**src/rtl/dispatch_ctrl_pkg.sv**
```systemverilog
// Shared constants and types for the dispatch controller and its instruction queue.
package dispatch_ctrl_pkg;

    // RV32I major opcodes seen by the dispatcher
    localparam logic [6:0] OPC_LUI    = 7'b0110111;
    localparam logic [6:0] OPC_AUIPC  = 7'b0010111;
    localparam logic [6:0] OPC_JAL    = 7'b1101111;
    localparam logic [6:0] OPC_JALR   = 7'b1100111;
    localparam logic [6:0] OPC_B      = 7'b1100011;
    localparam logic [6:0] OPC_LOAD   = 7'b0000011;
    localparam logic [6:0] OPC_STORE  = 7'b0100011;
    localparam logic [6:0] OPC_OP_IMM = 7'b0010011;
    localparam logic [6:0] OPC_OP     = 7'b0110011;

    localparam int DATA_WIDTH = 32;
    typedef logic [DATA_WIDTH-1:0] data_t;

    localparam logic  TRUE      = 1'b1;
    localparam logic  FALSE     = 1'b0;
    localparam data_t ZERO_WORD = '0;

    localparam int IQ_DEPTH_DEFAULT = 16;
    localparam int IQ_AW_DEFAULT    = 4;

    // Which back-end structure receives an instruction
    typedef enum logic [1:0] {
        UNIT_RS      = 2'd0,
        UNIT_LSB     = 2'd1,
        UNIT_ILLEGAL = 2'd2
    } unit_e;

    // One queue entry as handed over by the fetcher
    typedef struct packed {
        data_t instr;
        data_t pc;
        logic  jump_flag;
    } iq_entry_t;

    // Map a major opcode onto its target unit
    function automatic unit_e classify_opcode(input logic [6:0] opcode);
        unit_e unit;
        unique case (opcode)
            OPC_LUI, OPC_AUIPC, OPC_JAL, OPC_JALR,
            OPC_B, OPC_OP_IMM, OPC_OP:               unit = UNIT_RS;
            OPC_LOAD, OPC_STORE:                     unit = UNIT_LSB;
            default:                                 unit = UNIT_ILLEGAL;
        endcase
        return unit;
    endfunction

endpackage

```
**src/rtl/dispatch_ctrl_instr_fifo.sv**
```systemverilog
// In-order circular instruction queue with push, pop and single-cycle flush.
import dispatch_ctrl_pkg::*;

module instr_fifo #(
    parameter int DEPTH = IQ_DEPTH_DEFAULT,
    parameter int AW    = IQ_AW_DEFAULT
) (
    input  logic        clk,
    input  logic        rst,
    input  logic        push,
    input  logic        pop,
    input  logic        flush,
    input  iq_entry_t   push_data,
    output iq_entry_t   head_data,
    output logic        empty,
    output logic        full,
    output logic [AW:0] count
);

    localparam logic [AW:0] FULL_COUNT = (AW+1)'(DEPTH);

    iq_entry_t   mem [DEPTH];
    logic [AW-1:0] head;
    logic [AW-1:0] tail;
    logic        do_push;
    logic        do_pop;

    assign empty     = (count == '0);
    assign full      = (count == FULL_COUNT);
    assign head_data = mem[head];

    // Flush wins over everything; overflow and underflow requests are ignored
    assign do_push = push && !full && !flush;
    assign do_pop  = pop && !empty && !flush;

    // Storage write; contents are don't-care after reset so no reset is applied
    always_ff @(posedge clk) begin
        if (do_push) begin
            mem[tail] <= push_data;
        end
    end

    // Pointer and occupancy bookkeeping, with pointers wrapping naturally at DEPTH
    always_ff @(posedge clk or negedge rst) begin
        if (!rst) begin
            head  <= '0;
            tail  <= '0;
            count <= '0;
        end else if (flush) begin
            head  <= '0;
            tail  <= '0;
            count <= '0;
        end else begin
            if (do_push) begin
                tail <= tail + 1'b1;
            end
            if (do_pop) begin
                head <= head + 1'b1;
            end
            case ({do_push, do_pop})
                2'b10:   count <= count + 1'b1;
                2'b01:   count <= count - 1'b1;
                default: count <= count;
            endcase
        end
    end

endmodule

```
**src/rtl/dispatch_ctrl.sv**
```systemverilog
// Dispatch controller: queues fetched instructions and hands the head to the
// decoder only when the ROB and the target reservation unit have room.
import dispatch_ctrl_pkg::*;

module dispatch_ctrl #(
    parameter int IQ_DEPTH = IQ_DEPTH_DEFAULT,
    parameter int IQ_AW    = IQ_AW_DEFAULT
) (
    input  logic        clk,
    input  logic        rst,
    input  logic        rdy,
    input  logic        in_fetcher_valid,
    input  logic [31:0] in_fetcher_instr,
    input  logic [31:0] in_fetcher_pc,
    input  logic        in_fetcher_jump_flag,
    output logic        out_fetcher_full,
    input  logic        in_rob_full,
    input  logic        in_rs_full,
    input  logic        in_lsb_full,
    input  logic        in_rollback,
    output logic [31:0] out_dec_instr,
    output logic [31:0] out_dec_pc,
    output logic        out_dec_jump_flag,
    output logic        out_dec_valid,
    output logic [31:0] out_stall_cnt
);

    iq_entry_t      push_data;
    iq_entry_t      head_data;
    logic           fifo_empty;
    logic           fifo_full;
    logic [IQ_AW:0] fifo_count;
    logic           push;
    logic           pop;
    logic           flush;
    unit_e          head_unit;
    logic           head_legal;
    logic           target_full;
    logic           active;
    logic           dispatch;
    logic           stall;

    assign push_data = '{instr: in_fetcher_instr, pc: in_fetcher_pc, jump_flag: in_fetcher_jump_flag};

    instr_fifo #(
        .DEPTH (IQ_DEPTH),
        .AW    (IQ_AW)
    ) u_fifo (
        .clk       (clk),
        .rst       (rst),
        .push      (push),
        .pop       (pop),
        .flush     (flush),
        .push_data (push_data),
        .head_data (head_data),
        .empty     (fifo_empty),
        .full      (fifo_full),
        .count     (fifo_count)
    );

    assign out_fetcher_full = fifo_full;

    // Classify the head and pick the full flag of the unit it is bound for
    always_comb begin
        head_unit   = classify_opcode(head_data.instr[6:0]);
        head_legal  = (head_unit != UNIT_ILLEGAL);
        target_full = FALSE;
        case (head_unit)
            UNIT_RS:  target_full = in_rs_full;
            UNIT_LSB: target_full = in_lsb_full;
            default:  target_full = FALSE;
        endcase
    end

    // A cycle counts only when the core is running, not flushing, and has a head
    assign active   = rdy && !in_rollback && !fifo_empty;
    assign dispatch = active && head_legal && !in_rob_full && !target_full;
    assign stall    = active && head_legal && (in_rob_full || target_full);

    // Illegal heads are discarded without going to the decoder
    assign pop   = dispatch || (active && !head_legal);
    assign push  = in_fetcher_valid && !fifo_full && !in_rollback && rdy;
    assign flush = in_rollback && rdy;

    // Decoder sees the head only on a real dispatch, otherwise an all-zero bubble
    always_comb begin
        out_dec_valid     = FALSE;
        out_dec_instr     = ZERO_WORD;
        out_dec_pc        = ZERO_WORD;
        out_dec_jump_flag = FALSE;
        if (dispatch) begin
            out_dec_valid     = TRUE;
            out_dec_instr     = head_data.instr;
            out_dec_pc        = head_data.pc;
            out_dec_jump_flag = head_data.jump_flag;
        end
    end

    // Count cycles where a legal head is held back by back-pressure; survives rollback
    always_ff @(posedge clk or negedge rst) begin
        if (!rst) begin
            out_stall_cnt <= '0;
        end else if (stall) begin
            out_stall_cnt <= out_stall_cnt + 1'b1;
        end
    end

endmodule

```
**config.mk**
```make
export PLATFORM = sky130hd
export DESIGN_NAME = dispatch_ctrl
export DESIGN_NICKNAME = d
export VERILOG_FILES = /design/src/rtl/dispatch_ctrl_pkg.sv /design/src/rtl/dispatch_ctrl_instr_fifo.sv /design/src/rtl/dispatch_ctrl.sv
export SDC_FILE = /design/constraint.sdc
export NUM_CORES = 1
export LEC_CHECK = 0
export ABC_AREA = 0
export CORE_MARGIN = 10
export CORE_UTILIZATION = 45
export DETAILED_ROUTE_END_ITERATION = 6
export DONT_BUFFER_PORTS = 1
export PLACE_DENSITY_LB_ADDON = 0.08
export SKIP_CTS_REPAIR_TIMING = 1
export SYNTH_ARGS = -nofsm -noshare
export SYNTH_HDL_FRONTEND = slang
export SYNTH_SLANG_ARGS = --single-unit
```
**constraint.sdc**
```tcl
create_clock -name clk -period 6.3 [get_ports clk]
set_clock_uncertainty 0.15 [all_clocks]
set_input_delay 0.63 -clock clk [delete_from_list [all_inputs] [get_ports clk]]
set_output_delay 0.63 -clock clk [all_outputs]
set_load 0.05 [all_outputs]
```
==> summary.md <==
| Metric | Value |
|---|---|
| Status | complete, no violations |
| Yosys warns | 0 |
| GP Congestion | approximately 0.74 |
| Critical path's largest stage delay | slightly below 900 ps |
| Mux contribution to synthesized area | 0.147 |
| Ratio of cells with drive above 1 in the final layout | 0.243 |
| Final Hold Fails | 0 |
| CTS max path bufs | 3 |
| PwrDens | approximately 370 nW/um2 |
| Clock latency on the worst-skew pair | roughly 680 ps |
| Largest net degree at the start of global routing | 54 |
| Synth area leaders | edfxtp_1 (74%), mux4_2 (11%), mux2i_1 (3.1%) |
| # clock sinks | between 1000 and 1500 |
| Top_reg_cell synth | edfxtp_1 |
| Post-synthesis xor/xnor area fraction | 0.00791 |
| Post-Syn Nets | 2058 |
| Synthesized area | ~42000 um2 |
| Core Region | around 93000 um2 |
| CP Max Fanout | 44 |
| Chip height | roughly 330 um |
| Worst setup EP type | primary output |
| Simple-gate share of the synthesized area | 0.0267 |
| Tmin final | a little under 6000 ps |
| Area of the die | ~110000 um2 |
| Setup crit start kind | flip-flop |
| Crit-path slowest cell | dfrtp_4 |
| Slew Viols, Final | 0 |
| Total global-route track usage | 0.188 |
| Crit path DAT | 5060 ps |
| Synth Register Bits | 1085 |
| Final instance area | 48500 um2 |
| Total CTS buffers | around 110 |
| CTS tree | done |
| Via count | 20300 |
| Headroom to the max-slew limit | 0.243 |
| Adder-cell share of the synthesized area | 0.00315 |
| Crit share post-route | 0.928 |
| Antenna viol nets, final | 0 |
| # IOs | around 170 |
| Row cnt | 112 |
| Crit-path cells | buf_4 -> mux4_2 -> a22oi_1 -> a21o_1 -> a2111o_1 -> or4_4 -> buf_4 -> a211oi_2 -> buf_4 |
| Post-DP HPWL | about 52000 um |
| Synth top area share | 0.742 |
| Drt pass-1 iters | 5 |
| Setup violators final | 0 |
| Initial Utilization | 0.452 |
| Synth cell types | 52 |
| Vias in the first global route | about 21000 |
| RSZ-0062 raised after global routing | false |
| Initial antenna violation count | 12 |
| Reg2reg path depth | 15 |
| Dpl cell area | roughly 44000 um2 |
| H-tree levels | 3 |
| # DRC | 0 |
| Min-Delay Path Depth | 2 |
| Async S/R FF share, synth | 0.0415 |
| Root Buffer | clkbuf_16 |
| Largest family of logic cells by synthesized area | multiplexers |
| EDFF count, synth | approximately 1000 |
| Mapped Cells | about 2000 |
| IO buf count | 0 |
| Total congestion overflow | 0 |
| Sequential area share after synthesis | 0.769 |
| Avg Cell Area, Syn | between 20 and 25 um2 |
| Leak | approximately 15 nW |
| Worst-path clk slew | about 60 ps |
| Commonest non-fill, non-tap cell in the layout | edfxtp_1 |
| Post-route setup TNS | 0 ps |
| Most frequent cells in the layout | edfxtp_1 (1040), mux4_2 (214), mux2i_1 (130), clkbuf_16 (118), buf_4 (100) |
| Fmax | 0.171 GHz |
| Starting DRT DRC Count | approximately 1900 |
| CP most frequent cell | buf_4 |
| Area grow syn2layout | 15.2% |
| Critical path type | reg -> out |
| Power Total | 0.0179 W |
| Die width | 326 um |
| Utilization after layout | 0.521 |
| Worst Path Required | ~5500 ps |
| Final #Nets | about 2200 |
| Cell taking the most area after synthesis | edfxtp_1 |
| Worst min path class | in -> reg |
| Slew at the pin closest to its max-slew limit | 1140 ps |
| Final WL | ~100000 um |
| Via/cell ratio | approximately 5.8 |
| Global-route wire length before repair | ~150000 um |
| Max IR drop VDD | around 0.24 mV |
| Maximum Capacitance Violations | 0 |
| Compound-gate portion of the synthesized area | 0.0349 |
| Post-DR wirelength/cell | 28.8 um |
## cell type report
class / count / area, um2
antenna: 7 / 17.5
clock buffer: 136 / 3020
clock inverter: 73 / 719
fill: 7380 / 44600
inverter: 12 / 45.0
multi-input combinational: 776 / 9290
sequential: 1085 / 32400
tap: 1254 / 1570
timing repair buffer: 168 / 1460
## Yosys cell counts, drive strengths merged (11+ instances only)
| cell type | n |
|---|---|
| a211oi | 31 |
| and2 | 19 |
| and3 | 15 |
| buf | 32 |
| clkbuf | 70 |
| dfrtp | 45 |
| edfxtp | 1040 |
| inv | 12 |
| mux2i | 130 |
| mux4 | 215 |
| nand2 | 65 |
| nand3 | 32 |
| nand4 | 14 |
| nor2 | 11 |
| nor2b | 32 |
| o21ai | 12 |
| o221ai | 62 |
| o22ai | 33 |
| xnor2 | 32 |
## flip-flops by register name, summed over array words and instances (netlist names)
register / cells
out_stall_cnt: 32
u_fifo.count: 5
u_fifo.head: 4
u_fifo.mem: 1040
u_fifo.tail: 4
## power by group
part | switching (W) | total, W | internal [W]
Sequential | 0.000173 | 0.00817 | 0.00800
Combinational | 0.00157 | 0.00306 | 0.00150
Clock | 0.00271 | 0.00668 | 0.00397
Total | 0.00445 | 0.0179 | 0.0135
## worst max-delay path: cells and delay by family, from the launching register on
family	cells	cell delay (ps)
compound gates	4	1180
buf+inv	3	1120
flops	1	880
simple gates	1	790
mux	1	290
## per-stage QoR
stage                     hold WS (ps)  setup WS (ps)  instances
after global placement             186           1010       3227
after floorplan                    184           1910       1975
final                              139            457       3511
after global routing               152            236       3506
after CTS                         -552            155       3436
after detailed placement           186            896       3227
## logic make-up after synthesis
group,Yosys count
simple gates,211
buf+inv,114
flops,1085
xor+xnor,38
mux,348
compound gates,169
fa+ha+maj,10
## metal layers
layer  wire [um]  GRT usage  vias up
met3        5550     0.0411      133
met1       43800      0.251    10900
li1            -          -     8680
met4        1730     0.0451       10
met2       49800      0.312      543
met5          60          0        -
## path summary, 6_finish.rpt
| kind | from | to | slack [ps] |
|---|---|---|---|
| max | u_fifo.head[1] | out_dec_pc[19] | 460 |
| min | rdy | u_fifo.tail[2] | 140 |
| max reg2reg | u_fifo.head[1] | u_fifo.count[3] | 1240 |
| min reg2reg | u_fifo.count[0] | u_fifo.count[0] | 400 |
| max in group asynchronous | rst | u_fifo.head[2] | 5440 |
| min in group asynchronous | rst | u_fifo.head[0] | 350 |
Note: power is estimated with default switching activity, not from simulation.
